**config.mk**
```make
export PLATFORM = sky130hd
export DESIGN_NAME = lcd_bus_receiver
export DESIGN_NICKNAME = d
export VERILOG_FILES = /design/src/rtl/lcd_pkg.sv /design/src/rtl/lcd_bus_sync.sv /design/src/rtl/lcd_bus_receiver.sv
export SDC_FILE = /design/constraint.sdc
export NUM_CORES = 1
export LEC_CHECK = 0
export ABC_AREA = 1
export CAP_MARGIN = 5
export CELL_PAD_IN_SITES_DETAIL_PLACEMENT = 1
export CELL_PAD_IN_SITES_GLOBAL_PLACEMENT = 2
export CORE_ASPECT_RATIO = 0.5
export CORE_MARGIN = 1.5
export CORE_UTILIZATION = 40
export DETAILED_ROUTE_END_ITERATION = 8
export HOLD_SLACK_MARGIN = 0.1
export PLACE_DENSITY = 0.81
export SYNTH_ARGS = -nofsm -noshare
export SYNTH_HDL_FRONTEND = slang
export SYNTH_SLANG_ARGS = --single-unit
export TNS_END_PERCENT = 50
```
**constraint.sdc**
```tcl
create_clock -name clk -period 3.77 [get_ports clk]
set_clock_uncertainty 0.15 [all_clocks]
set_input_delay 0.754 -clock clk [delete_from_list [all_inputs] [get_ports clk]]
set_output_delay 0.754 -clock clk [all_outputs]
set_load 0.01 [all_outputs]
```
**src/rtl/lcd_pkg.sv**
```systemverilog
// lcd_pkg -- shared definitions for the HD44780-style LCD bus (driver and receiver).
// Contents: instruction opcode masks/values, DDRAM line-2 base address, the blank
// character, the receiver FSM state type and a wrapping address-counter helper.
// Build option used by the receiver: LCD_BUSY_READ_EN (busy-flag / data read-back).
package lcd_pkg;

    // Opcodes are identified by their leading 1; mask selects the fixed bits.
    localparam logic [7:0] OP_CLR_MASK   = 8'hFF;
    localparam logic [7:0] OP_CLR        = 8'h01;
    localparam logic [7:0] OP_HOME_MASK  = 8'hFE;
    localparam logic [7:0] OP_HOME       = 8'h02;
    localparam logic [7:0] OP_ENTRY_MASK = 8'hFC;
    localparam logic [7:0] OP_ENTRY      = 8'h04;
    localparam logic [7:0] OP_ONOFF_MASK = 8'hF8;
    localparam logic [7:0] OP_ONOFF      = 8'h08;
    localparam logic [7:0] OP_SHIFT_MASK = 8'hF0;
    localparam logic [7:0] OP_SHIFT      = 8'h10;
    localparam logic [7:0] OP_FUNC_MASK  = 8'hE0;
    localparam logic [7:0] OP_FUNC       = 8'h20;
    localparam logic [7:0] OP_CGRAM_MASK = 8'hC0;
    localparam logic [7:0] OP_CGRAM      = 8'h40;
    localparam logic [7:0] OP_DDRAM_MASK = 8'h80;
    localparam logic [7:0] OP_DDRAM      = 8'h80;

    localparam logic [6:0] LINE2_BASE = 7'h40;
    localparam logic [7:0] SPACE_CHAR = 8'h20;

    typedef enum logic [1:0] {
        IDLE  = 2'd0,
        EXEC  = 2'd1,
        CLEAR = 2'd2,
        BUSY  = 2'd3
    } lcd_state_e;

    // Step the linear DDRAM index up or down, wrapping at both ends.
    function automatic logic [4:0] idx_step(input logic [4:0] idx, input logic up,
                                            input logic [4:0] last);
        logic [4:0] r;
        if (up) r = (idx == last) ? 5'd0 : idx + 5'd1;
        else    r = (idx == 5'd0) ? last : idx - 5'd1;
        return r;
    endfunction

endpackage

```
**src/rtl/lcd_bus_sync.sv**
```systemverilog
// lcd_bus_sync -- brings the asynchronous LCD bus {e, rs, rw, data} into clk with a
// 2-FF synchronizer and flags the falling edge of e.
// Ports: clk, rst_n (async, active-low); e_i/rs_i/rw_i/data_i raw bus;
// e_o/rs_o/rw_o synchronized levels; fall_o one-cycle pulse on e falling, with
// fall_rs_o/fall_rw_o/fall_data_o holding the fields as they were while e was high.
module lcd_bus_sync (
    input  logic       clk,
    input  logic       rst_n,
    input  logic       e_i,
    input  logic       rs_i,
    input  logic       rw_i,
    input  logic [7:0] data_i,
    output logic       e_o,
    output logic       rs_o,
    output logic       rw_o,
    output logic       fall_o,
    output logic       fall_rs_o,
    output logic       fall_rw_o,
    output logic [7:0] fall_data_o
);
    // Bit layout: [10]=e [9]=rs [8]=rw [7:0]=data
    logic [10:0] s1_q, s2_q, s3_q;

    always_ff @(posedge clk or negedge rst_n) begin
        if (!rst_n) begin
            s1_q <= '0;
            s2_q <= '0;
            s3_q <= '0;
        end else begin
            s1_q <= {e_i, rs_i, rw_i, data_i};
            s2_q <= s1_q;
            s3_q <= s2_q;
        end
    end

    assign e_o  = s2_q[10];
    assign rs_o = s2_q[9];
    assign rw_o = s2_q[8];

    // s3 still holds the last sample taken with e high, so the fields it carries
    // are the ones the driver set up for this strobe.
    assign fall_o      = s3_q[10] & ~s2_q[10];
    assign fall_rs_o   = s3_q[9];
    assign fall_rw_o   = s3_q[8];
    assign fall_data_o = s3_q[7:0];

endmodule

```
**src/rtl/lcd_bus_receiver.sv**
```systemverilog
// lcd_bus_receiver -- HD44780-style character LCD model with a 2xLINE_LEN DDRAM shadow.
// Ports: clk; rst (async, active-low); lcd_rs/lcd_rw/lcd_e/lcd_data bus from the driver;
// lcd_dout/lcd_doe read-back; rd_index/rd_char shadow read port (1-cycle latency);
// cursor_idx, disp_on, busy status; wr_strobe / cmd_err single-cycle pulses.
// Build option: define LCD_BUSY_READ_EN to enable busy-flag and DDRAM read-back on rw=1.
module lcd_bus_receiver
    import lcd_pkg::*;
#(
    parameter int LINE_LEN = 16,
    parameter int BUSY_CYC = 40
) (
    input  logic       clk,
    input  logic       rst,
    input  logic       lcd_rs,
    input  logic       lcd_rw,
    input  logic       lcd_e,
    input  logic [7:0] lcd_data,
    output logic [7:0] lcd_dout,
    output logic       lcd_doe,
    input  logic [4:0] rd_index,
    output logic [7:0] rd_char,
    output logic [4:0] cursor_idx,
    output logic       disp_on,
    output logic       busy,
    output logic       wr_strobe,
    output logic       cmd_err
);
    localparam int         DEPTH     = 2 * LINE_LEN;
    localparam int         CLR_EXTRA = (BUSY_CYC > DEPTH) ? BUSY_CYC - DEPTH : 0;
    localparam logic [4:0] LAST_IDX  = 5'(DEPTH - 1);
    localparam logic [5:0] DEPTH6    = 6'(DEPTH);
    localparam logic [6:0] LINE_LEN7 = 7'(LINE_LEN);

    logic       e_s, rs_s, rw_s;
    logic       fall, fall_rs, fall_rw;
    logic [7:0] fall_data;

    lcd_bus_sync u_sync (
        .clk         (clk),
        .rst_n       (rst),
        .e_i         (lcd_e),
        .rs_i        (lcd_rs),
        .rw_i        (lcd_rw),
        .data_i      (lcd_data),
        .e_o         (e_s),
        .rs_o        (rs_s),
        .rw_o        (rw_s),
        .fall_o      (fall),
        .fall_rs_o   (fall_rs),
        .fall_rw_o   (fall_rw),
        .fall_data_o (fall_data)
    );

    lcd_state_e  state_q, state_d;
    logic [15:0] timer_q, timer_d;
    logic [4:0]  clr_q, clr_d;
    logic [4:0]  idx_q, idx_d;
    logic        inc_q, inc_d;
    logic        disp_on_q, disp_on_d;
    logic        txn_rs_q, txn_rs_d;
    logic [7:0]  txn_data_q, txn_data_d;
    logic        wr_strobe_q, wr_strobe_d;
    logic        cmd_err_q, cmd_err_d;
    logic [7:0]  rd_char_q;

    logic        mem_we;
    logic [4:0]  mem_waddr;
    logic [7:0]  mem_wdata;
    logic [7:0]  mem_q [DEPTH];
    logic [6:0]  line2_off;

    assign line2_off = txn_data_q[6:0] - LINE2_BASE;

    always_comb begin
        state_d     = state_q;
        timer_d     = timer_q;
        clr_d       = clr_q;
        idx_d       = idx_q;
        inc_d       = inc_q;
        disp_on_d   = disp_on_q;
        txn_rs_d    = txn_rs_q;
        txn_data_d  = txn_data_q;
        wr_strobe_d = 1'b0;
        cmd_err_d   = 1'b0;
        mem_we      = 1'b0;
        mem_waddr   = idx_q;
        mem_wdata   = txn_data_q;

        case (state_q)
            IDLE: begin
                if (fall) begin
                    if (!fall_rw) begin
                        txn_rs_d   = fall_rs;
                        txn_data_d = fall_data;
                        state_d    = EXEC;
                    end
`ifdef LCD_BUSY_READ_EN
                    else if (fall_rs) begin
                        // Data read completes on the falling strobe: advance like a write.
                        idx_d = idx_step(idx_q, inc_q, LAST_IDX);
                    end
`endif
                end
            end
            EXEC: begin
                state_d = BUSY;
                timer_d = 16'(BUSY_CYC - 1);
                if (txn_rs_q) begin
                    mem_we      = 1'b1;
                    wr_strobe_d = 1'b1;
                    idx_d       = idx_step(idx_q, inc_q, LAST_IDX);
                end else if ((txn_data_q & OP_DDRAM_MASK) == OP_DDRAM) begin
                    if (txn_data_q[6:0] < LINE_LEN7)
                        idx_d = txn_data_q[4:0];
                    else if (txn_data_q[6:0] >= LINE2_BASE && line2_off < LINE_LEN7)
                        idx_d = 5'(LINE_LEN) + line2_off[4:0];
                    else
                        cmd_err_d = 1'b1;
                end else if ((txn_data_q & OP_CGRAM_MASK) == OP_CGRAM) begin
                    cmd_err_d = 1'b1;
                end else if ((txn_data_q & OP_FUNC_MASK) == OP_FUNC) begin
                    // Function set: accepted, bus width/font are not modelled.
                end else if ((txn_data_q & OP_SHIFT_MASK) == OP_SHIFT) begin
                    if (!txn_data_q[3])
                        idx_d = idx_step(idx_q, txn_data_q[2], LAST_IDX);
                end else if ((txn_data_q & OP_ONOFF_MASK) == OP_ONOFF) begin
                    disp_on_d = txn_data_q[2];
                end else if ((txn_data_q & OP_ENTRY_MASK) == OP_ENTRY) begin
                    inc_d = txn_data_q[1];
                end else if ((txn_data_q & OP_HOME_MASK) == OP_HOME) begin
                    idx_d = 5'd0;
                end else if ((txn_data_q & OP_CLR_MASK) == OP_CLR) begin
                    idx_d   = 5'd0;
                    inc_d   = 1'b1;
                    clr_d   = 5'd0;
                    state_d = CLEAR;
                end
            end
            CLEAR: begin
                mem_we    = 1'b1;
                mem_waddr = clr_q;
                mem_wdata = SPACE_CHAR;
                clr_d     = clr_q + 5'd1;
                if (clr_q == LAST_IDX) begin
                    // Whatever part of the busy time the blanking sweep did not cover.
                    if (CLR_EXTRA > 0) begin
                        state_d = BUSY;
                        timer_d = 16'(CLR_EXTRA - 1);
                    end else begin
                        state_d = IDLE;
                    end
                end
            end
            BUSY: begin
                if (timer_q == 16'd0) state_d = IDLE;
                else                  timer_d = timer_q - 16'd1;
            end
            default: state_d = IDLE;
        endcase

        // Strobes arriving while busy are dropped without touching the timer.
        if (fall && state_q != IDLE) begin
            if (!fall_rw) cmd_err_d = 1'b1;
`ifdef LCD_BUSY_READ_EN
            else if (fall_rs) cmd_err_d = 1'b1;
`endif
        end
    end

    always_ff @(posedge clk or negedge rst) begin
        if (!rst) begin
            state_q     <= IDLE;
            timer_q     <= '0;
            clr_q       <= '0;
            idx_q       <= '0;
            inc_q       <= 1'b1;
            disp_on_q   <= 1'b0;
            txn_rs_q    <= 1'b0;
            txn_data_q  <= '0;
            wr_strobe_q <= 1'b0;
            cmd_err_q   <= 1'b0;
        end else begin
            state_q     <= state_d;
            timer_q     <= timer_d;
            clr_q       <= clr_d;
            idx_q       <= idx_d;
            inc_q       <= inc_d;
            disp_on_q   <= disp_on_d;
            txn_rs_q    <= txn_rs_d;
            txn_data_q  <= txn_data_d;
            wr_strobe_q <= wr_strobe_d;
            cmd_err_q   <= cmd_err_d;
        end
    end

    // DDRAM shadow: one register per cell so reset can blank the whole display.
    generate
        for (genvar gi = 0; gi < DEPTH; gi++) begin : g_ddram
            always_ff @(posedge clk or negedge rst) begin
                if (!rst)
                    mem_q[gi] <= SPACE_CHAR;
                else if (mem_we && mem_waddr == 5'(gi))
                    mem_q[gi] <= mem_wdata;
            end
        end
    endgenerate

    // Registered read sees the pre-write contents on a same-cycle collision.
    always_ff @(posedge clk or negedge rst) begin
        if (!rst)
            rd_char_q <= SPACE_CHAR;
        else if ({1'b0, rd_index} < DEPTH6)
            rd_char_q <= mem_q[rd_index];
        else
            rd_char_q <= SPACE_CHAR;
    end

    assign rd_char    = rd_char_q;
    assign cursor_idx = idx_q;
    assign disp_on    = disp_on_q;
    assign busy       = (state_q != IDLE);
    assign wr_strobe  = wr_strobe_q;
    assign cmd_err    = cmd_err_q;

`ifdef LCD_BUSY_READ_EN
    // Address form of the index: line 2 starts at 0x40.
    assign lcd_doe  = e_s & rw_s;
    assign lcd_dout = !lcd_doe ? 8'h00 :
                      rs_s     ? mem_q[idx_q] :
                                 {busy, idx_q[4], 2'b00, idx_q[3:0]};
`else
    logic unused_sync;
    assign unused_sync = &{1'b0, e_s, rs_s, rw_s};
    assign lcd_doe  = 1'b0;
    assign lcd_dout = 8'h00;
`endif

endmodule
```
==> metrics.txt <==
status finished, final reports clean; non-filler cells, final 2466; leak pwr 7.829 nW; TritonCTS clock tree built; maximum level of the CTS H-tree 2; period utilization 0.8825; Worst EP arrival 3.58 ns; Yosys top cell area share 0.4908; placed insts 2404; die span in y 142.2 um; Worst setup EP type flop; Design Power 11.95 mW; Yosys warning count 0; post-CTS setup buffer count 0; largest net degree at the start of global routing 129; port buffer count 34; worst slew pin tran 0.9091 ns; Ant. Diodes 0; Iteration-0 DRC Markers 942; 1st-pass router iterations 4; ys async rst share 1.000; chip width 281.4 um; CP Buf/Inv Count 4; synth cell count leaders 743 x nand2_1, 304 x dfrtp_1, 282 x o21ai_0; GP Congestion 0.8303; Setup Total Neg Slack 0 ns; Power Density 685.2 nW/um^2; most frequent CP cell inv_1; RSZ-0062 raised after global routing false; Cell variety after synth 30; Fin. Hold Viols 0; post_cts resized 0; Vias 13.13k; sequential fraction of the synthesis area 0.5485; cell chain of the critical path inv_1 > ha_1 > buf_4 > inv_1 > or2_0 > o21ai_0 > inv_1 > nand2_1 > nor2_1 > nand2_1 > o21ai_0; vias in the first global route 14.03k; number of synthesized flops with an enable pin 0; startpoint types flop; core area 37790 sq um; WL final 47440 um; Clock Latency Late Sink 0.53 ns; grt ovf 0; worst path required time 4.03 ns; CTS Hold Bufs 0; DR vias/cell 5.326; count leader, synth nand2_1; Setup-failing EPs final 0; f_max 300.6 MHz; global-route wire length before repair 77450 um; Root Driver clkbuf_16; total CTS buffers 34; Cell Rows 50; Crit Path Category reg -> reg; max_cap viols 0; layout cell share with drive strength beyond 1 0.06783; Netlist Area Pre-Place 15500 sq um; Detailed Place HPWL 29590 um; worst hold path class in -> async; Num Clock Sinks 338; WL/cell 19.24 um; Max Buffers Root-to-Sink 3; setup slack at placement 0.5007 ns; Post-Syn Area per Cell 7.989 sq um; top_reg_cell synth dfrtp_1; antenna violations before repair 0; Max IR drop VDD 0.0004833 V; Max-slew headroom 0.3939; Ports 44; Seq cells post-synth 338; area of the die 40010 sq um; fin nets 1948; Crit-path slowest cell nand2_1; Area growth, synth to finish 12.48%; Total GRT Usage 0.2473; Mapped Cells 1940; Slew Viols, Final 0; Worst path max stage delay 0.43 ns; leading post-synthesis cells by cell area dfrtp_1 49%, nand2_1 18%, o21ai_0 9.1%; Antenna Nets Post-Route 0; post-layout instance area 17430 sq um; largest area contributor in the synthesized netlist dfrtp_1; Placed Area 16280 sq um; Worst Path Max Fanout 16; Worst Setup Slack, final 0.4428 ns; kind of cell adding the most delay to the critical path simple AND/OR/NAND/NOR gates; Worst-path clk slew 0.07 ns; Post-route DRC 0; Period minus WS final 3.327 ns; Initial Util 0.4102
[registers in the layout, summed over array words and instances (netlist names)]
signal       flops
cmd_err          1
u_sync.s2_q     11
wr_strobe        1
inc_q            1
u_sync.s3_q     11
disp_on          1
mem_q          256
state_q          2
u_sync.s1_q     11
timer_q         16
txn_rs_q         1
clr_q            5
rd_char          8
cursor_idx       5
txn_data_q       8
[path summary, 6_finish.rpt]
| path | slack (ns) | to | cells past startpoint | startpoint |
|---|---|---|---|---|
| worst max register to register | 0.44 | mem_q[66] | 11 | state_q[0] |
| max in group asynchronous | 2.43 | rd_char[5] | 2 | rst |
| worst min-delay path | 0.14 | mem_q[170] | 1 | rst |
| min in group clk | 0.20 | u_sync.s3_q[7] | 0 | u_sync.s2_q[7] |
| worst min register to register | 0.20 | u_sync.s3_q[7] | 0 | u_sync.s2_q[7] |
| worst max-delay path | 0.44 | mem_q[66] | 11 | state_q[0] |
[layer usage]
metal | track usage | part of all wire
met2 | 0.3899 | 0.44
met4 | 0.05093 | 0.017
met3 | 0.03759 | 0.041
met5 | 0.004884 | 0
met1 | 0.3614 | 0.50
[per-stage QoR]
step                hold slack [ns]    util
floorplan                    0.1812       -
global placement             0.1820  0.4309
detailed placement           0.1858  0.4309
CTS                          0.1800  0.4614
global route                 0.1948  0.4614
finish                       0.1405  0.4614
[kinds of logic (layout without fill, tap and decap cells)]
group | Yosys count | count (layout) | share of synthesized area
compound gates | 302 | 302 | 0.09825
xor+xnor | 11 | 11 | 0.006217
fa+ha+maj | 10 | 10 | 0.008073
buf+inv | 180 | 178 | 0.04900
flops | 338 | 338 | 0.5485
mux | 2 | 2 | 0.001453
other cells | 1 | 9 | 0.0002420
simple gates | 1096 | 1096 | 0.2883
[power breakdown]
group,switching (mW),total (mW),internal [mW]
registers,0.512,4.95,4.44
logic,2.47,3.46,0.988
clock network,1.51,3.53,2.02
total,4.50,11.9,7.45
[worst register-to-register path, cell delays in order (launching register included)]
cell     delay [ns]
dfrtp_1        0.40
inv_1          0.10
ha_1           0.23
buf_4          0.19
inv_1          0.29
or2_0          0.15
o21ai_0        0.28
inv_1          0.16
nand2_1        0.13
nor2_1         0.28
nand2_1        0.43
o21ai_0        0.41
[layout make-up]
type	count	area, sq um
Clock buffer	48	1007
Sequential cell	338	8501
Clock inverter	14	143.9
Fill cell	4552	20350
Tap cell	520	650.6
Multi-Input combinational cell	1430	6271
Inverter	52	196.4
Timing Repair Buffer	64	663.1
[layout by cell type, fill, tap and decap left out, types with 3 or more instances in the layout]
cell and count:
or2_2 4, clkinvlp_4 5, clkbuf_1 7, a21oi_1 16, nor2_1 89, buf_12 8, ha_1 10, buf_4 23
clkbuf_8 4, nand3_1 243, dfrtp_1 304, conb_1 9, clkinv_2 5, dfstp_2 34, clkbuf_16 37, o21ai_0 282
and2_1 8, inv_1 49, xnor2_1 3, clkdlybuf4s50_1 31, nand4_1 4, xor2_1 8, nand2_1 743
No activity file was read; power rests on OpenSTA's default activity.
